File: config.mk
export PLATFORM = sky130hd
export DESIGN_NAME = mem_vpaddr_arbiter
export DESIGN_NICKNAME = d
export VERILOG_FILES = /design/src/rtl/mem_vpaddr_arbiter.sv
export SDC_FILE = /design/constraint.sdc
export NUM_CORES = 1
export LEC_CHECK = 0
export BUFFER_PORTS_ARGS = -buffer_cell sky130_fd_sc_hd__buf_2
export CORE_MARGIN = 1.5
export CORE_UTILIZATION = 42
export DETAILED_ROUTE_END_ITERATION = 10
export GPL_TIMING_DRIVEN = 0
export PLACE_DENSITY_LB_ADDON = 0.2
export RECOVER_POWER = 50
export SYNTH_ARGS = -nofsm -noshare
export SYNTH_HDL_FRONTEND = slang
export SYNTH_SLANG_ARGS = --single-unit
File: constraint.sdc
create_clock -name clk -period 8.6 [get_ports clk]
set_clock_uncertainty 0.05 [all_clocks]
set_input_delay 1.72 -clock clk [delete_from_list [all_inputs] [get_ports clk]]
set_output_delay 1.72 -clock clk [all_outputs]
set_load 0.01 [all_outputs]
File: src/rtl/mem_vpaddr_arbiter.sv
// mem_vpaddr_arbiter: one-outstanding arbiter between fetch and LSU onto a single memory port,
// with fixed MIPS32 kseg0/kseg1 translation. Define MEM_VPADDR_ARB_ROUND_ROBIN_EN for round-robin grant.
module mem_vpaddr_arbiter #(
  parameter int DATA_W = 32
) (
  input  logic                clk,
  input  logic                reset,
  input  logic                i_req_valid,
  input  logic [31:0]         i_req_vaddr,
  output logic                i_req_ready,
  output logic                i_resp_valid,
  output logic [DATA_W-1:0]   i_resp_data,
  input  logic                d_req_valid,
  input  logic [31:0]         d_req_vaddr,
  input  logic                d_req_wen,
  input  logic [DATA_W-1:0]   d_req_wdata,
  input  logic [DATA_W/8-1:0] d_req_wstrb,
  output logic                d_req_ready,
  output logic                d_resp_valid,
  output logic [DATA_W-1:0]   d_resp_data,
  output logic                m_req_valid,
  output logic [31:0]         m_req_paddr,
  output logic                m_req_wen,
  output logic [DATA_W-1:0]   m_req_wdata,
  output logic [DATA_W/8-1:0] m_req_wstrb,
  output logic                m_req_uncached,
  input  logic                m_req_ready,
  input  logic                m_resp_valid,
  input  logic [DATA_W-1:0]   m_resp_data,
  output logic                busy
);

  typedef enum logic [1:0] {
    IDLE  = 2'd0,
    ISSUE = 2'd1,
    WAIT  = 2'd2
  } state_t;

  typedef enum logic {
    OWNER_I = 1'b0,
    OWNER_D = 1'b1
  } owner_t;

  state_t      state, state_next;
  owner_t      owner;
  logic        grant_i, grant_d;
  logic        accept;
  logic [31:0] sel_vaddr;

  // kseg0 (100) and kseg1 (101) both alias the low 512 MiB of physical space.
  function automatic logic [31:0] phys_addr(input logic [31:0] vaddr);
    if (vaddr[31:30] == 2'b10) return {3'b000, vaddr[28:0]};
    return vaddr;
  endfunction

`ifdef MEM_VPADDR_ARB_ROUND_ROBIN_EN
  owner_t last_grant;

  // Reset to "data last" so fetch wins the first contended grant.
  always_ff @(posedge clk or posedge reset) begin
    if (reset)       last_grant <= OWNER_D;
    else if (accept) last_grant <= grant_d ? OWNER_D : OWNER_I;
  end

  always_comb begin
    grant_i = i_req_valid;
    grant_d = d_req_valid;
    if (i_req_valid && d_req_valid) begin
      grant_i = (last_grant == OWNER_D);
      grant_d = (last_grant == OWNER_I);
    end
  end
`else
  assign grant_d = d_req_valid;
  assign grant_i = i_req_valid & ~d_req_valid;
`endif

  assign sel_vaddr = grant_d ? d_req_vaddr : i_req_vaddr;
  assign accept    = i_req_ready | d_req_ready;

  // NOTE: sequential state uses non-blocking assignments so every flop samples pre-edge values.
  always_ff @(posedge clk or posedge reset) begin
    if (reset) state <= IDLE;
    else       state <= state_next;
  end

  // NOTE: every output of this block gets a default first, so no path can infer a latch.
  always_comb begin
    state_next  = state;
    i_req_ready = 1'b0;
    d_req_ready = 1'b0;
    case (state)
      IDLE: begin
        // Readies are held low while reset is asserted, even though the FSM already reads IDLE.
        i_req_ready = grant_i & ~reset;
        d_req_ready = grant_d & ~reset;
        if (grant_i || grant_d) state_next = ISSUE;
      end
      ISSUE: begin
        if (m_req_ready) state_next = WAIT;
      end
      WAIT: begin
        if (m_resp_valid) state_next = IDLE;
      end
      default: state_next = IDLE;
    endcase
  end

  // Request fields are captured and translated once, at accept, and held through ISSUE.
  always_ff @(posedge clk or posedge reset) begin
    if (reset) begin
      owner          <= OWNER_I;
      m_req_paddr    <= '0;
      m_req_uncached <= 1'b0;
      m_req_wen      <= 1'b0;
      m_req_wdata    <= '0;
      m_req_wstrb    <= '0;
    end else if (accept) begin
      owner          <= grant_d ? OWNER_D : OWNER_I;
      m_req_paddr    <= phys_addr(sel_vaddr);
      m_req_uncached <= (sel_vaddr[31:29] == 3'b101);
      m_req_wen      <= grant_d & d_req_wen;
      m_req_wdata    <= grant_d ? d_req_wdata : '0;
      m_req_wstrb    <= grant_d ? d_req_wstrb : '0;
    end
  end

  // Responses are registered: the owner sees a one-cycle pulse the cycle after m_resp_valid.
  always_ff @(posedge clk or posedge reset) begin
    if (reset) begin
      i_resp_valid <= 1'b0;
      d_resp_valid <= 1'b0;
      i_resp_data  <= '0;
      d_resp_data  <= '0;
    end else begin
      i_resp_valid <= 1'b0;
      d_resp_valid <= 1'b0;
      if (state == WAIT && m_resp_valid) begin
        if (owner == OWNER_D) begin
          d_resp_valid <= 1'b1;
          d_resp_data  <= m_resp_data;
        end else begin
          i_resp_valid <= 1'b1;
          i_resp_data  <= m_resp_data;
        end
      end
    end
  end

  assign m_req_valid = (state == ISSUE);
  assign busy        = (state != IDLE);

endmodule

## Word level (Yosys, flattened, before mapping)

Cells that the tools add are included.

- Eq/ne operators: 7
- Multiplexer cells: 18
- Bitwise logic cells: 8
- Reduce and logical (&&, ||, !) cells: 7

Operators with widths:

| kind | count |
|---|---|
| 32-bit 2-to-1 mux | 4 |
| 1-bit 2-to-1 mux | 9 |
| 2-bit 2-to-1 mux | 3 |
| 2-bit case mux with 3 select lines | 1 |
| 1-bit AND | 4 |
| 2-bit equality test (second input constant) | 2 |
| 4-bit 2-to-1 mux | 1 |
| 2-bit != test (second input constant) | 2 |
| 2-bit AND reduction | 2 |
| 3-bit equality test (second input constant) | 1 |
| 1-bit NOT | 3 |
| 3-bit AND reduction | 1 |
| 2-bit by 1-bit equality test with 1-bit output (second input constant) | 1 |
| 2-bit zero test | 1 |
| 2-bit by 1-bit != test with 1-bit output (second input constant) | 1 |
| 2-bit nonzero test | 1 |
| 1-bit logical AND | 1 |
| 1-bit logical OR | 1 |
| 1-bit OR | 1 |

- Register bits: 139
- Logic and storage cells: 51

## Logic depth before layout (Yosys ltp)

Gate-level depths: netlist (run 1).

- Depth in word-level cells: 7
- Gate-level depth with buffers: 6

## Worst setup path after synthesis (run 1)

Ideal clock, no wire load.

- Kind: input to output
- From: input port d_req_valid
- To: output port i_req_ready
- Arrival: 2.436 ns
- Path slack: 4.394 ns
- Stages: 4
- Path buffers: 3
- Path through: clkbuf_1 buf_2 clkbuf_1 nor2_1

- Longest elaborated chain between the ends: 4

RTL lines:

| what | line | source |
|---|---|---|
| start, declared | 13 | `input logic d_req_valid,` |
| 1-bit NOT | 75 | `assign grant_i = i_req_valid & ~d_req_valid;` |
| 1-bit AND | 75 |  |
| 1-bit AND | 95 | `i_req_ready = grant_i & ~reset;` |
| 1-bit 2-to-1 mux | 92 | `case (state)` |
| end, declared | 10 | `output logic i_req_ready,` |

No other way between the ends.

## Worst setup path in the final report (run 1)

Ends and elaborated chain as after synthesis.

==> impl_results.md, run 1 <==
- Status: finished, violations left
- Failing checks: max-capacitance violations, max-slew violations
- Area growth syn-to-layout: 37.55%
- Routability cong.: 0.7984
- Num CTS Buffers: 17
- Commonest cells after routing, fill and taps aside: buf_2, dfrtp_1, mux2_2
- Pwr dens: 360.1 mW/mm^2
- Worst endpoint data arrival time: 3.02 ns
- CTS hold repair buffers: 0
- Sequential fraction of the synthesis area: 0.6059
- Seq cells post-synth: 139
- CTS sink cnt: 139
- Die width: 119.9 um
- Die Y: 119.9 um
- Vias/cell: 4.875
- Total setup buffers inserted after CTS: 0
- Max-cap violations: 1
- Clock latency on the worst-skew pair: 0.41 ns
- TNS Setup: 0 ns
- Filler cells: 1118
- Peak VDD IR: 0.2485 mV
- Seq. cell area: 0.003478 mm^2
- DIE AREA: 0.01438 mm^2
- Syn Inst Count: 431
- CP required: 6.83 ns
- Initial Util: 0.4318
- Core area: 0.01330 mm^2
- CP Max Fanout: 10
- Vias: 4470
- Global-route track usage on met3: 0.06654
- Post-synth top flop: dfrtp_1
- Post-synth ARST share: 1.000
- First-pass GRT wire length: 23.45 mm
- Met1 Usage GRT: 0.2371
- Synth Area per Inst: 13.32 um^2
- Total grt overflow: 0
- Dpl cells: 885
- F_max: 208.6 MHz
- Relative slew slack: -0.1548
- # resized after CTS: 0
- Drt first-iter violations: 216
- Clock Root Buffer: clkbuf_16
- Routed Antenna Nets: 0
- Number of flops mapped to enable cells by yosys: 0
- Crit start category: primary input
- Port Buffers: 277
- Final Hold Fails: 0
- Finished Layout Cells: 917
- Busiest grt layer: met2
- First drt pass iteration count: 5
- Maximum number of pins on one net before global-route repair: 102
- Area of the multi-input gates: 0.001952 mm^2
- Row cnt: 42
- Clk buf depth: 2
- RSZ-0062 raised after global routing: false
- Initial antenna violation count: 0
- Synthesized Nets: 570
- CTS tree: built
- Commonest non-fill, non-tap cell in the layout: buf_2
- # nets final: 867
- Setup crit end kind: output pin
- DRC violations left: 0
- Final-report setup violation count: 0
- Slew @ Worst Pin: 1.723 ns
- I/O pins: 279
- Post-synthesis cell area: 0.005741 mm^2
- ANT cells: 0
- Register clock-pin slew on the reported worst setup and hold paths: 0.05 ns
- Setup CP Type: primary input to output pin
- H-tree depth: 4
- Vias in the first global route: 4779
- Leakage: 0.004001 uW
- Final slew viol count: 39
- Wirelength, routed: 14.46 mm
- Worst min path class: register to register
- Fin crit period: 4.794 ns
- Fin crit share: 0.5574
- Netlist cell types: 26
- Ys Warns: 0
- Final HPWL DP: 10.82 mm
- Avg WL per Cell: 15.77 um
- Gr usage total: 0.2107
- Met2 Use GR: 0.3621
- Share of cells above drive strength 1: 0.5965
[registers in the layout, summed over array words and instances, names as in the netlist, 2 cells and up]
name         count
d_resp_data     32
i_resp_data     32
m_req_paddr     32
m_req_wdata     32
m_req_wstrb      4
state            2
[kinds of logic (layout without fill, tap and decap cells)]
kind of cell    Yosys count  after routing  synth area share
buf+inv                  67            377           0.05209
compound gates           44             44           0.04141
simple gates             54             54           0.05144
mux                     127            127            0.2491
flops                   139            139            0.6059
[power breakdown]
| group | switching (uW) | total, uW | internal [uW] |
|---|---|---|---|
| combinational | 514 | 1020 | 502 |
| sequential | 166 | 1140 | 976 |
| clock | 266 | 686 | 420 |
[metrics by stage]
| step | hold WS, ns | total power [uW] | setup slack, ns | area (um^2) | util |
|---|---|---|---|---|---|
| floorplan | 0.4638 | 1698 | 3.105 | 5741 | - |
| global placement | 0.4330 | 2141 | 1.640 | 7347 | 0.5526 |
| detailed placement | 0.4395 | 2185 | 3.927 | 7380 | 0.5551 |
| CTS | 0.4525 | 2892 | 3.921 | 7945 | 0.5976 |
| global route | 0.4602 | 3028 | 3.638 | 7896 | 0.5939 |
| finish | 0.4492 | 2843 | 3.806 | 7896 | 0.5939 |
[layout make-up]
cell class                 instances  share of cell area
sequential                       139              0.4405
timing repair buffer             278              0.1786
inverter                          40             0.01917
clock buffer                      22             0.06005
tap                              176             0.02789
clock inverter                    10             0.01157
multi-input combinational        225              0.2472
buffer                            27             0.01505
[final timing paths]
path	startpoint	endpoint	slack, ns	depth (start not counted)
max	d_req_valid	i_req_ready	3.81	5
max in group asynchronous	reset	m_req_wdata[26]$_DFFE_PP0P_	5.67	3
min	m_req_paddr[2]$_DFFE_PP0P_	m_req_paddr[2]$_DFFE_PP0P_	0.45	1
min in group asynchronous	reset	m_req_wdata[2]$_DFFE_PP0P_	1.70	2
min reg2reg	m_req_paddr[2]$_DFFE_PP0P_	m_req_paddr[2]$_DFFE_PP0P_	0.45	1
max reg2reg	state[0]$_DFFE_PP0P_	i_resp_data[11]$_DFFE_PP0P_	6.13	4
[metal layers]
layer | wire, um | share of wire | vias to the layer above
met5 | 0 | 0 | -
met4 | 451 | 0.031 | 0
met3 | 1084 | 0.075 | 33
met2 | 7502 | 0.52 | 183
met1 | 5426 | 0.38 | 2179
li1 | - | - | 2075
[worst max-delay path, stage by stage]
cell and delay (ns):
clkbuf_1 0.24, clkbuf_1 0.39, clkbuf_1 0.42, nor2_1 0.09, buf_2 0.16
[Yosys cell counts (2+ instances only)]
master	n	area share
nor2b_1	4	0.0044
buf_1	2	0.0013
inv_1	40	0.026
o21ai_0	38	0.033
nand3_1	38	0.033
buf_2	11	0.0096
buf_4	3	0.0039
nand2_1	4	0.0026
mux2_2	127	0.25
clkbuf_1	8	0.0052
dfrtp_1	139	0.61
buf_6	3	0.0059
(Power assumes the default switching activity.)
==> run 2: changes to the inputs <==
==> constraint.sdc (replaced) <==
create_clock -name clk -period 4.75 [get_ports clk]
set_clock_uncertainty 0.05 [all_clocks]
set_input_delay 0.95 -clock clk [delete_from_list [all_inputs] [get_ports clk]]
set_output_delay 0.95 -clock clk [all_outputs]
set_load 0.01 [all_outputs]
==> impl_results.md, run 2 (synthesis gave the netlist of run 1 again) <==
- Vias/cell: 4.875
- Clk buf depth: 2
- Most common cell on crit path: clkbuf_1
- Register clock-pin slew on the reported worst setup and hold paths: 0.05 ns
- RR Startpoint: state[0]$_DFFE_PP0P_
- Failing checks: max-capacitance violations, max-slew violations
- Fin crit period: 3.254 ns
- Final Hold Fails: 0
- CP Max Fanout: 10
- Leakage: 0.004004 uW
- Relative slew slack: -0.1548
- Total setup buffers inserted after CTS: 0
- Hold_sp: m_req_paddr[2]$_DFFE_PP0P_
- Setup crit end kind: output pin
- Filler cells: 1117
- CP required: 3.75 ns
- Wirelength, routed: 14.46 mm
- Avg WL per Cell: 15.77 um
- Setup CP Type: primary input to output pin
- Share of cells above drive strength 1: 0.5978
- Num CTS Buffers: 17
- CTS sink cnt: 139
- F_max: 307.3 MHz
- Port Buffers: 277
- Routability cong.: 0.7984
- Die width: 119.9 um
- Final Power: 5148 uW
- Core area: 0.01330 mm^2
- FF-to-FF setup slack: 2.28 ns
- Final slew viol count: 39
- Worst path slowest cell: clkbuf_1
- Initial Util: 0.4318
- Total grt overflow: 0
- DIE AREA: 0.01438 mm^2
- CTS hold repair buffers: 0
- Slew @ Worst Pin: 1.723 ns
- Vias: 4470
- Clock latency on the worst-skew pair: 0.41 ns
- Gr usage total: 0.2107
- WHS Path Cells: 1
- Final HPWL DP: 10.82 mm
- # resized after CTS: 0
- Endpoint of the worst hold path: m_req_paddr[2]$_DFFE_PP0P_
- Clock Root Buffer: clkbuf_16
- R2r endpoint: i_resp_data[11]$_DFFE_PP0P_
- # nets final: 867
- Pwr dens: 651.8 mW/mm^2
- I/O pins: 279
- Commonest non-fill, non-tap cell in the layout: buf_2
- Maximum number of pins on one net before global-route repair: 102
- Row cnt: 42
- Peak VDD IR: 0.4500 mV
- Final-report setup violation count: 0
- Drt first-iter violations: 216
- Initial antenna violation count: 0
- Commonest cells after routing, fill and taps aside: buf_2, dfrtp_1, mux2_2
- Status: finished, violations left
- Crit start category: primary input
- Worst path max stage delay: 0.42 ns
- Reg2Reg Depth: 4
- Max-cap violations: 1
- Worst min path class: register to register
- First drt pass iteration count: 5
- ANT cells: 0
- Routed Antenna Nets: 0
- Fin crit share: 0.6850
- First-pass GRT wire length: 23.45 mm
- RSZ-0062 raised after global routing: false
- CTS tree: built
- Worst endpoint data arrival time: 2.25 ns
- H-tree depth: 4
- Die Y: 119.9 um
- Area growth syn-to-layout: 37.58%
- Vias in the first global route: 4779
- DRC violations left: 0
- Crit-path cells: clkbuf_1 -> clkbuf_1 -> clkbuf_1 -> nor2_1 -> buf_2
- Final hold slack: 0.4492 ns
-- run 2: worst max-delay path: cells and delay by family --
family / cells / cell delay, ns
buffers and inverters: 4 / 1.21
AND/OR/NAND/NOR: 1 / 0.09
-- run 2: metrics by stage --
stage / util / cell area, um^2 / std cells / setup TNS (ns) / setup slack (ns)
detailed placement: 0.5551 / 7380 / 885 / 0 / 1.617
global placement: 0.5526 / 7347 / 884 / -199.36 / -1.440
finish: 0.5940 / 7898 / 917 / 0 / 1.496
CTS: 0.5976 / 7945 / 917 / 0 / 1.611
global route: 0.5940 / 7898 / 917 / 0 / 1.328
floorplan: - / 5741 / 431 / 0 / 0.02548
-- run 2: worst max-delay path by stage --
| stage | from | endpoint | slack [ns] | cells past startpoint |
|---|---|---|---|---|
| 6_report | d_req_valid | i_req_ready | 1.50 | 5 |
| 5_1_grt | d_req_valid | i_req_ready | 1.33 | 5 |
| 4_1_cts | d_req_valid | i_req_ready | 1.61 | 5 |
| 3_5_place_dp | d_req_valid | i_req_ready | 1.62 | 5 |
| 3_3_place_gp | reset | d_resp_data[20]$_DFFE_PP0P_ | -1.44 | 2 |
| 2_1_floorplan | reset | d_resp_data[0]$_DFFE_PP0P_ | 0.03 | 1 |
-- run 2: cell type report --
class / count / area, um^2 / share of cell area
tap: 176 / 220.2 / 0.02788
timing repair buffer: 278 / 1411 / 0.1787
inverter: 40 / 151.4 / 0.01917
clock buffer: 22 / 474.2 / 0.06004
buffer: 27 / 118.9 / 0.01505
sequential: 139 / 3478 / 0.4404
clock inverter: 10 / 91.34 / 0.01157
multi-input combinational: 225 / 1952 / 0.2471
-- run 2: layer usage --
| metal | GRT usage | up-vias | routed length (um) |
|---|---|---|---|
| li1 | - | 2075 | - |
| met1 | 0.2371 | 2179 | 5425 |
| met2 | 0.3621 | 183 | 7502 |
| met3 | 0.06654 | 33 | 1084 |
| met4 | 0.1004 | 0 | 451 |
| met5 | 0 | - | 0 |
-- run 2: power breakdown --
group	total (uW)	internal [uW]	switching (uW)
clock	1240	760	481
combinational	1840	909	930
sequential	2070	1770	300
total	5150	3440	1710
==> run 3: changes to the inputs <==
==> constraint.sdc (replaced) <==
create_clock -name clk -period 3.05 [get_ports clk]
set_clock_uncertainty 0.05 [all_clocks]
set_input_delay 0.61 -clock clk [delete_from_list [all_inputs] [get_ports clk]]
set_output_delay 0.61 -clock clk [all_outputs]
set_load 0.01 [all_outputs]
==> impl_results.md, run 3 (synthesis gave the netlist of run 1 again) <==
- CTS sink cnt: 139
- Vias: 4453
- Int Power: 5365 uW
- Commonest non-fill, non-tap cell in the layout: buf_2
- Final hold slack: 0.3508 ns
- Commonest cells after routing, fill and taps aside: buf_2, dfrtp_1, mux2_2
- Pwr dens: 1022 mW/mm^2
- R2r endpoint: i_resp_data[22]$_DFFE_PP0P_
- Die width: 119.9 um
- DIE AREA: 0.01438 mm^2
- Clock Root Buffer: clkbuf_16
- CTS hold repair buffers: 0
- Setup CP Type: primary input to output pin
- F_max: 387.8 MHz
- Filler cells: 1161
- Worst min path class: primary input to register
- CP Max Fanout: 10
- WHS Path Cells: 2
- Clk pwr share: 0.256
- Area growth syn-to-layout: 36.86%
- Initial antenna violation count: 0
- # nets final: 869
- First-pass GRT wire length: 22.20 mm
- Endpoint of the worst hold path: state[0]$_DFFE_PP0P_
- Peak VDD IR: 0.4424 mV
- Port Buffers: 277
- Total grt overflow: 0
- Final Hold Fails: 0
- Net Sw Frac: 0.3316
- H-tree depth: 4
- Num CTS Buffers: 17
- Vias in the first global route: 4565
- Share of cells above drive strength 1: 0.5270
- Final slew viol count: 0
- Status: finished, violations left
- Max-cap violations: 1
- Routed Antenna Nets: 0
- CTS tree: built
- Seq pwr share: 0.402
- Dpl cells: 887
- Finished Layout Cells: 918
- DRC violations left: 0
- Slew @ Worst Pin: 1.473 ns
- Area of the multi-input gates: 0.001947 mm^2
- Final HPWL DP: 10.85 mm
- Relative slew slack: 0.01228
- Logic pwr share: 0.342
- Drt first-iter violations: 107
- Vias/cell: 4.851
- CP required: 2.39 ns
- Crit start category: primary input
- ANT cells: 0
- Seq. cell area: 0.003478 mm^2
- Register clock-pin slew on the reported worst setup and hold paths: 0.05 ns
- Net Sw Power: 2661 uW
- Worst endpoint data arrival time: 1.92 ns
- TNS Setup: 0 ns
- Setup crit end kind: output pin
- I/O pins: 279
- Final-report setup violation count: 0
- Routability cong.: 0.7813
- Failing checks: max-capacitance violations
- Core area: 0.01330 mm^2
- Leakage: 0.003841 uW
- Clock latency on the worst-skew pair: 0.41 ns
- RR Startpoint: state[0]$_DFFE_PP0P_
- Wirelength, routed: 14.24 mm
- Row cnt: 42
- Gr usage total: 0.2015
- Fin crit share: 0.8456
- Initial Util: 0.4318
- Reg2Reg Depth: 4
- Maximum number of pins on one net before global-route repair: 39
- Avg WL per Cell: 15.52 um
- Die Y: 119.9 um
- RSZ-0062 raised after global routing: false
- Hold_sp: m_req_ready
- FF-to-FF setup slack: 0.76 ns
- First drt pass iteration count: 4
- Clk buf depth: 2
- # resized after CTS: 0
- Fin crit period: 2.579 ns
- Total setup buffers inserted after CTS: 0
## run 3: cell count changes in the layout (fill, tap and decap cells not counted)
cell       delta
clkbuf_1     +53
buf_6         +3
buf_2        -57
nor3_2        -1
clkbuf_2      +3
buf_16        -1
nor3_1        +1
clkinv_2      +1
mux2_1        -1
bufinv_16     +2
mux2_2        +1
clkbuf_8      -2
clkinv_4      -1
## run 3: final cells by class
class / instances / area share
multi-input combinational: 225 / 0.2478
sequential: 139 / 0.4427
timing repair buffer: 280 / 0.1683
clock inverter: 12 / 0.01879
clock buffer: 19 / 0.05638
tap: 176 / 0.02803
buffer: 27 / 0.01863
inverter: 40 / 0.01927
## run 3: power groups by stage
stage          Combinational [uW]  Sequential (uW)  Clock (uW)
6_report                     2740             3230        2050
5_1_grt                      2990             3340        2180
4_1_cts                      2920             3230        2110
3_5_place_dp                 2910             3240           0
3_3_place_gp                 2850             3190           0
2_1_floorplan                1140             3650           0
## run 3: worst max-delay path by stage
stage	cells past startpoint	to	startpoint
2_1_floorplan	1	d_resp_data[0]$_DFFE_PP0P_	reset
3_3_place_gp	2	i_resp_data[20]$_DFFE_PP0P_	reset
3_5_place_dp	5	i_req_ready	d_req_valid
4_1_cts	5	i_req_ready	state[1]$_DFFE_PP0P_
5_1_grt	5	i_req_ready	d_req_valid
6_report	5	i_req_ready	d_req_valid
## run 3: per-stage QoR
stage	power, uW	setup WS, ns	utilization	area, um^2
floorplan	4789	0.6549	-	5744
global placement	6040	-0.2098	0.5529	7351
detailed placement	6152	0.5895	0.5574	7411
CTS	8254	0.5827	0.6018	8001
global route	8517	0.3453	0.5909	7856
finish	8026	0.4710	0.5909	7856
## run 3: critical path, cell delays in order
cell and delay (ns):
clkbuf_1 0.25, clkbuf_1 0.39, clkbuf_1 0.41, nor2_1 0.09, buf_2 0.16
## run 3: routing by layer
layer / wire [um] / part of all wire / GRT usage
met1: 5441 / 0.38 / 0.2242
met2: 7458 / 0.52 / 0.3482
met3: 995 / 0.070 / 0.06939
met4: 349 / 0.025 / 0.08929
met5: 0 / 0 / 0
